===== config.mk =====
export PLATFORM = sky130hd
export DESIGN_NAME = wb_timeout_guard_flat
export DESIGN_NICKNAME = d
export VERILOG_FILES = /design/src/rtl/wb_guard_pkg.sv /design/src/rtl/wb_timeout_guard_if.sv /design/src/rtl/wb_timeout_guard.sv /design/src/flat_wrapper.sv
export SDC_FILE = /design/constraint.sdc
export NUM_CORES = 1
export LEC_CHECK = 0
export CAP_MARGIN = 10
export CORE_MARGIN = 8
export CORE_UTILIZATION = 37
export CTS_CLUSTER_DIAMETER = 200
export DETAILED_ROUTE_END_ITERATION = 10
export GPL_ROUTABILITY_DRIVEN = 0
export GPL_TIMING_DRIVEN = 0
export PLACE_DENSITY_LB_ADDON = 0.25
export SYNTH_ARGS = -nofsm -noshare
export SYNTH_HDL_FRONTEND = slang
export SYNTH_SLANG_ARGS = --single-unit

===== constraint.sdc =====
create_clock -name wb_clk_i -period 2.3 [get_ports wb_clk_i]
set_input_delay 0.345 -clock wb_clk_i [delete_from_list [all_inputs] [get_ports wb_clk_i]]
set_output_delay 0.345 -clock wb_clk_i [all_outputs]
set_load 0.02 [all_outputs]

===== src/rtl/wb_guard_pkg.sv =====
// ---------------------------------------------------------------------------
// wb_guard_pkg
//   Shared types and defaults for the Wishbone timeout guard.
//   guard_state_t : FSM state encoding of the guard
//   WB_ERR_DATA   : default read word returned for a timed-out cycle
// ---------------------------------------------------------------------------
package wb_guard_pkg;

  typedef enum logic [1:0] {
    IDLE    = 2'd0,
    WAIT    = 2'd1,
    TO_ACK  = 2'd2,
    RECOVER = 2'd3
  } guard_state_t;

  localparam logic [31:0] WB_ERR_DATA = 32'hDEAD_BEEF;

  // Saturating increment used by the status counter.
  function automatic logic [31:0] sat_inc(input logic [31:0] val, input logic [31:0] max);
    return (val >= max) ? max : val + 32'd1;
  endfunction

endpackage


===== src/rtl/wb_timeout_guard_if.sv =====
// ---------------------------------------------------------------------------
// wb_timeout_guard_if
//   Bus signals seen by the timeout guard: the upstream Wishbone master side
//   (cyc/stb/adr in, ack/dat out) and the downstream interconnect side
//   (stb out, ack/dat in).
//   slave  : view of the guard itself
//   master : view of whatever drives the guard (CPU + interconnect, or a bench)
// ---------------------------------------------------------------------------
interface wb_timeout_guard_if;

  logic        wbs_cyc_i;
  logic        wbs_stb_i;
  logic [31:0] wbs_adr_i;
  logic        wbs_ack_o;
  logic [31:0] wbs_dat_o;
  logic        ic_stb_o;
  logic        ic_ack_i;
  logic [31:0] ic_dat_i;

  modport slave (
    input  wbs_cyc_i,
    input  wbs_stb_i,
    input  wbs_adr_i,
    output wbs_ack_o,
    output wbs_dat_o,
    output ic_stb_o,
    input  ic_ack_i,
    input  ic_dat_i
  );

  modport master (
    output wbs_cyc_i,
    output wbs_stb_i,
    output wbs_adr_i,
    input  wbs_ack_o,
    input  wbs_dat_o,
    input  ic_stb_o,
    output ic_ack_i,
    output ic_dat_i
  );

endinterface


===== src/rtl/wb_timeout_guard.sv =====
// ---------------------------------------------------------------------------
// wb_timeout_guard
//   Wishbone watchdog between the management-core master and the
//   interconnect. Strobes are forwarded downstream and acks/data returned
//   with zero added latency. If no ack arrives within TIMEOUT_CYCLES the
//   guard acks the master itself with ERR_DATA, counts the event and
//   remembers the faulting address.
//
//   Ports
//     wb_clk_i        bus clock
//     wb_rst_i        synchronous active-high reset
//     bus             upstream/downstream bus signals (slave modport)
//     timeout_clr_i   pulse: clears timeout_count_o and last_to_adr_o
//     timeout_count_o saturating count of timed-out cycles
//     last_to_adr_o   address of the most recent timed-out cycle
//     timeout_irq_o   one-cycle pulse when a timeout ack is issued
//
//   state   | meaning
//   --------+---------------------------------------------------------
//   IDLE    | no cycle outstanding; a new req is forwarded immediately
//   WAIT    | req forwarded, waiting for the slave ack, counting cycles
//   TO_ACK  | single cycle: error ack to the master, status update
//   RECOVER | cycle terminated; wait for the master to drop req
// ---------------------------------------------------------------------------
module wb_timeout_guard
  import wb_guard_pkg::*;
#(
  parameter int unsigned TIMEOUT_CYCLES = 256,
  parameter logic [31:0] ERR_DATA       = WB_ERR_DATA,
  parameter int unsigned CNT_W          = 8
) (
  input  logic                wb_clk_i,
  input  logic                wb_rst_i,
  wb_timeout_guard_if.slave   bus,
  input  logic                timeout_clr_i,
  output logic [CNT_W-1:0]    timeout_count_o,
  output logic [31:0]         last_to_adr_o,
  output logic                timeout_irq_o
);

  localparam int unsigned       WAIT_W    = $clog2(TIMEOUT_CYCLES + 1);
  localparam logic [WAIT_W-1:0] WAIT_LAST = WAIT_W'(TIMEOUT_CYCLES - 1);
  localparam logic [WAIT_W-1:0] WAIT_ONE  = WAIT_W'(1);
  localparam logic [CNT_W-1:0]  CNT_MAX   = '1;

  guard_state_t      state_q, state_d;
  logic [WAIT_W-1:0] wait_cnt_q, wait_cnt_d;
  logic [CNT_W-1:0]  to_cnt_q, to_cnt_d;
  logic [31:0]       last_adr_q, last_adr_d;

  logic              req;
  logic              ic_stb;
  logic              wbs_ack;
  logic [31:0]       wbs_dat;
  logic              irq;

  assign req = bus.wbs_cyc_i & bus.wbs_stb_i;

  always_comb begin
    state_d    = state_q;
    wait_cnt_d = wait_cnt_q;
    to_cnt_d   = to_cnt_q;
    last_adr_d = last_adr_q;
    ic_stb     = 1'b0;
    wbs_ack    = 1'b0;
    wbs_dat    = '0;
    irq        = 1'b0;

    unique case (state_q)
      IDLE: begin
        ic_stb  = req;
        wbs_ack = req & bus.ic_ack_i;
        wbs_dat = req ? bus.ic_dat_i : '0;
        // A zero-wait slave completes here without ever entering WAIT.
        if (req && !bus.ic_ack_i) begin
          state_d    = WAIT;
          wait_cnt_d = WAIT_ONE;
        end
      end

      WAIT: begin
        ic_stb  = req;
        wbs_ack = req & bus.ic_ack_i;
        wbs_dat = req ? bus.ic_dat_i : '0;
        // A real ack is tested before expiry so it wins a same-cycle race.
        if (bus.ic_ack_i || !req) begin
          state_d    = IDLE;
          wait_cnt_d = '0;
        end else if (wait_cnt_q == WAIT_LAST) begin
          state_d    = TO_ACK;
          wait_cnt_d = '0;
        end else begin
          wait_cnt_d = wait_cnt_q + 1'b1;
        end
      end

      TO_ACK: begin
        wbs_ack    = 1'b1;
        wbs_dat    = ERR_DATA;
        irq        = 1'b1;
        last_adr_d = bus.wbs_adr_i;
        to_cnt_d   = CNT_W'(sat_inc(32'(to_cnt_q), 32'(CNT_MAX)));
        state_d    = RECOVER;
      end

      RECOVER: begin
        // Late slave acks are swallowed; a held req is not re-issued.
        if (!req) begin
          state_d = IDLE;
        end
      end
    endcase

    // Firmware clear has priority over a same-cycle timeout update.
    if (timeout_clr_i) begin
      to_cnt_d   = '0;
      last_adr_d = '0;
    end
  end

  always_ff @(posedge wb_clk_i) begin
    if (wb_rst_i) begin
      state_q    <= IDLE;
      wait_cnt_q <= '0;
      to_cnt_q   <= '0;
      last_adr_q <= '0;
    end else begin
      state_q    <= state_d;
      wait_cnt_q <= wait_cnt_d;
      to_cnt_q   <= to_cnt_d;
      last_adr_q <= last_adr_d;
    end
  end

  assign bus.ic_stb_o    = ic_stb;
  assign bus.wbs_ack_o   = wbs_ack;
  assign bus.wbs_dat_o   = wbs_dat;
  assign timeout_irq_o   = irq;
  assign timeout_count_o = to_cnt_q;
  assign last_to_adr_o   = last_adr_q;

endmodule

===== src/flat_wrapper.sv =====
// flat-port wrapper written by rule: the top's interface ports become plain ports
module wb_timeout_guard_flat import wb_guard_pkg::*;
#(
  parameter int unsigned TIMEOUT_CYCLES = 256,
  parameter logic [31:0] ERR_DATA       = WB_ERR_DATA,
  parameter int unsigned CNT_W          = 8
)
  (wb_clk_i, wb_rst_i, timeout_clr_i, timeout_count_o, last_to_adr_o, timeout_irq_o, bus_wbs_cyc_i, bus_wbs_stb_i, bus_wbs_adr_i, bus_wbs_ack_o, bus_wbs_dat_o, bus_ic_stb_o, bus_ic_ack_i, bus_ic_dat_i);
  wb_timeout_guard_if bus_i ();
  input  logic wb_clk_i;
  input  logic wb_rst_i;
  input  logic timeout_clr_i;
  output logic [CNT_W-1:0] timeout_count_o;
  output logic [31:0] last_to_adr_o;
  output logic timeout_irq_o;
  input wire logic [$bits(bus_i.wbs_cyc_i)-1:0] bus_wbs_cyc_i;
  input wire logic [$bits(bus_i.wbs_stb_i)-1:0] bus_wbs_stb_i;
  input wire logic [$bits(bus_i.wbs_adr_i)-1:0] bus_wbs_adr_i;
  output wire logic [$bits(bus_i.wbs_ack_o)-1:0] bus_wbs_ack_o;
  output wire logic [$bits(bus_i.wbs_dat_o)-1:0] bus_wbs_dat_o;
  output wire logic [$bits(bus_i.ic_stb_o)-1:0] bus_ic_stb_o;
  input wire logic [$bits(bus_i.ic_ack_i)-1:0] bus_ic_ack_i;
  input wire logic [$bits(bus_i.ic_dat_i)-1:0] bus_ic_dat_i;
  assign bus_i.wbs_cyc_i = bus_wbs_cyc_i;
  assign bus_i.wbs_stb_i = bus_wbs_stb_i;
  assign bus_i.wbs_adr_i = bus_wbs_adr_i;
  assign bus_wbs_ack_o = bus_i.wbs_ack_o;
  assign bus_wbs_dat_o = bus_i.wbs_dat_o;
  assign bus_ic_stb_o = bus_i.ic_stb_o;
  assign bus_i.ic_ack_i = bus_ic_ack_i;
  assign bus_i.ic_dat_i = bus_ic_dat_i;
  wb_timeout_guard #(.TIMEOUT_CYCLES(TIMEOUT_CYCLES), .ERR_DATA(ERR_DATA), .CNT_W(CNT_W)) u_core (.wb_clk_i(wb_clk_i), .wb_rst_i(wb_rst_i), .bus(bus_i), .timeout_clr_i(timeout_clr_i), .timeout_count_o(timeout_count_o), .last_to_adr_o(last_to_adr_o), .timeout_irq_o(timeout_irq_o));
endmodule

==> results.ini <==
[synthesis]
synthCells = 316
synth.avg_cell_area_um2 = 7.428
synth.top_cells.by_area = sky130_fd_sc_hd__dfxtp_1 (43%), sky130_fd_sc_hd__nand2_1 (20%), sky130_fd_sc_hd__a21oi_1 (8.1%)
synth.area.mux_share_pct = 0.8529
synth.cell_area_um2 = 2347
post-synth-top-count-cell = sky130_fd_sc_hd__nand2_1
synth-xor-area-share_pct = 2.612
synth.yosys.seq_area_share_pct = 43.50
synth-compound-area-share_pct = 14.45
synth_top_family_by_area = simple AND/OR/NAND/NOR gates
synthDominantAreaCellType = sky130_fd_sc_hd__dfxtp_1
postSynth.topFlopCell = sky130_fd_sc_hd__dfxtp_1
yosys.area_share.adder_pct = 1.066
synth_async_sr_flop_share_pct = 0
synth_edf_count = 0
synth_seq_cells = 51
yosys.area_share.simple_pct = 33.10
synthDominantCellAreaShare_pct = 43.50
ys.warnings.count = 0
synth_top_cells_by_count = sky130_fd_sc_hd__nand2_1 (122), sky130_fd_sc_hd__dfxtp_1 (51), sky130_fd_sc_hd__a21oi_1 (38)
yosys.cell_types.count = 39
synth_nets = 388

[sta]
fin_crit_ns = 2.185
final-setup-viol-count = 0
worst-slew-pin-transition_ns = 0.4654
skew_ns = 0.01155
number_of_max_slew_violations_in_the_final_report = 0
min_period_over_period_pct = 94.98
worst_slew_margin_rel_pct = 68.98
finalHoldViolations = 0
upper_clock_frequency_limit_ghz = 0.4578
grt_setup_unrepaired = false
finalWorstSetupSlack_ns = 0.1154

[route]
post_drt_via_cell_ratio = 4.733
route.detailed.drc = 0
detail_route.iter0.violations = 84
drt-wirelength-per-cell_um = 13.86
drt.antenna.violating_nets = 0
dr_total_vias = 2575
drt_pass1_iterations = 4
finalWirelength_mm = 7.538

[worst_setup_path]
path_common_cell = sky130_fd_sc_hd__nand2_1
critical_path.max_fanout = 10
critical_path.max_stage_delay_ns = 0.56
end_kind = output pin
critPathKind = in -> out
startpoint_type = primary input
critical_path_arrival_ns = 1.84
crit-reg2reg-capture = u_core.wait_cnt_q[2]
critical_path.cell_chain = clkdlybuf4s50_1, nand3b_4, inv_2, clkbuf_4, nand2_1, nand2_1, dlygate4sd2_1
critical_path_cell_count = 7
cp_slowest_cell = sky130_fd_sc_hd__clkdlybuf4s50_1
setup.reg_to_reg.worst_slack_ns = 0.46
reg2reg_from = u_core.wait_cnt_q[0]
worst_path_dominant_cell_family = buffers and inverters
critPathRequiredTime_ns = 1.96
worst-r2r-cell-count = 5
cp_num_buf_inv = 4

[floorplanning]
floorplan.rows = 29
die_area_um2 = 9149
boundaryPins = 145
core-area_um2 = 6241
die_y_um = 95.65
start_util_pct = 37.61
chipWidth_um = 95.65

[place]
place_worst_setup_slack_ns = -0.5018
hpwl_mm = 5.980
io_buffer_count = 144

[final_layout]
number_of_fillers_in_the_final_layout = 575
number_of_nets_in_the_finished_design = 538
area_delta_synth_final_pct = 69.51
antenna_cells = 0
proportion_of_layout_cells_with_a_drive_suffix_above_1_pct = 5.996

[global_routing]
pin_count_of_the_biggest_net_entering_global_routing = 17
use_met3_pct = 7.244
grt_pass1_wl_mm = 11.99
grt_antenna_before_repair = 0
grt_util_met2_pct = 28.51
grt_pass1_vias = 2569
met1_usage_pct = 17.25
global_route.usage.total_pct = 16.32
grt_remaining_overflow = 0
global_route.peak_usage_layer = met2

[power_and_ir_drop]
vdd_ir_drop_max_mv = 0.3959
p_total_mw = 1.774
cellLeakagePower_nw = 1.702
powerDensity_nw_per_um2 = 445.9

[clock_tree]
cts_num_sinks = 51
cts_buffers = 5
cts_root_buf = sky130_fd_sc_hd__clkbuf_8
clock_tree.buffer_depth = 2
clock_tree.htree_level_count = 2
tritoncts = yes
worst_setup_hold_path_clk_slew_ns = 0.09
source_to_sink_clock_delay_at_the_later_pin_of_the_worst_skew_pair_ns = 0.31
cts-hold-fix-buffers = 0

[worst_hold_path]
worstHoldEndpoint = u_core.last_to_adr_o[3]
hold_path.class = reg -> reg
hold_path.startpoint = u_core.last_to_adr_o[3]
hold_path_depth = 2

[outcome]
run_status = finished, final reports clean

[job]
max_cap_viols = 0

metrics by stage:
step | std cells | cell area (µm²) | setup TNS, ns | util [%] | hold WS, ns
after floorplan | 316 | 2347 | 0 | - | 0.4525
after detailed placement | 537 | 3885 | -12.29 | 62.25 | 0.4465
after CTS | 544 | 3953 | 0 | 63.33 | 0.4589
after global routing | 544 | 3979 | 0 | 63.75 | 0.4835
after global placement | 537 | 3885 | -11.59 | 62.25 | 0.4416
final | 544 | 3979 | 0 | 63.75 | 0.4564
cells by family (layout without fill, tap and decap cells):
logic type,count (synthesis),after routing
buf+inv,24,175
simple gates,173,173
flops,51,51
fa+ha+maj,2,2
mux,2,2
compound gates,57,57
xor+xnor,7,7
layout by cell type (no fill, tap or decap), drive strengths merged:
| cell | count |
|---|---|
| ha | 2 |
| dlymetal6s2s | 4 |
| nand3 | 7 |
| xnor2 | 2 |
| a2bb2oi | 1 |
| or3 | 2 |
| or2 | 1 |
| or3b | 1 |
| a21o | 1 |
| xor2 | 5 |
| dlygate4sd2 | 24 |
| and3b | 1 |
| and4b | 2 |
| nand2 | 122 |
| o21ai | 4 |
| o21bai | 2 |
| nand2b | 3 |
| inv | 5 |
| nor2 | 11 |
| dfxtp | 51 |
| a211o | 1 |
| nor3b | 1 |
| a22o | 3 |
| a21oi | 38 |
| buf | 5 |
| clkinv | 1 |
| nand3b | 1 |
| a211oi | 4 |
| dlygate4sd1 | 1 |
| nor3 | 4 |
| and2 | 8 |
| mux2i | 2 |
| a31oi | 2 |
| nor2b | 2 |
| clkdlybuf4s50 | 109 |
| a221o | 1 |
| clkbuf | 19 |
| and4 | 3 |
| clkdlybuf4s15 | 7 |
| nand4 | 4 |
worst reg2reg max path, stage by stage, from the launching register on:
cell,delay [ns]
sky130_fd_sc_hd__dfxtp_1,0.37
sky130_fd_sc_hd__ha_1,0.29
sky130_fd_sc_hd__and4b_4,0.21
sky130_fd_sc_hd__a211o_4,0.37
sky130_fd_sc_hd__or3b_1,0.39
sky130_fd_sc_hd__a21oi_1,0.15
timing repair:
| action | in CTS | in global routing |
|---|---|---|
| setup buffers | 0 | 0 |
| endpoints found under the setup margin | 34 | 16 |
| gates resized for setup | 40 | 14 |
state kept, by name, indices dropped and copies added, names as in the netlist, named ones only:
| register | flops |
|---|---|
| u_core.wait_cnt_q | 9 |
| u_core.last_to_adr_o | 32 |
| u_core.timeout_count_o | 8 |
| u_core.state_q | 1 |
how the worst max path moves through the flow:
| stage | start | to | slack (ns) |
|---|---|---|---|
| after floorplan | flip-flop | bus_wbs_dat_o[0] | 0.63 |
| after global placement | bus_wbs_stb_i | bus_wbs_ack_o | -0.44 |
| after detailed placement | bus_wbs_stb_i | bus_wbs_dat_o[30] | -0.50 |
| after CTS | u_core.state_q[0] | bus_wbs_dat_o[30] | 0.03 |
| after global routing | bus_wbs_stb_i | bus_wbs_dat_o[9] | 0.001 |
| final | bus_wbs_stb_i | bus_wbs_ack_o | 0.12 |
power by group:
group | internal (mW) | switching, mW | leakage (nW)
logic | 0.182 | 0.153 | 1.24
registers | 0.890 | 0.00729 | 0.412
clock network | 0.246 | 0.296 | 0.0516
metal layers:
metal / wire length [µm] / share of wire (%)
met1: 2953 / 39
met2: 3633 / 48
met3: 861 / 11
met4: 90 / 1.2
met5: 0 / 0
area by class of cell:
cell class,instances,area (µm²),share of cell area [%]
multi-input cells,241,1225,30.79
repair buffers,144,1421,35.72
clock buffers,6,82.58,2.075
inverters,4,15.01,0.3774
flip-flops and latches,51,1023,25.72
clock inverters,2,13.76,0.3459
plain buffers,19,101.3,2.547
well taps,77,96.34,2.421
(Power assumes the default switching activity.)
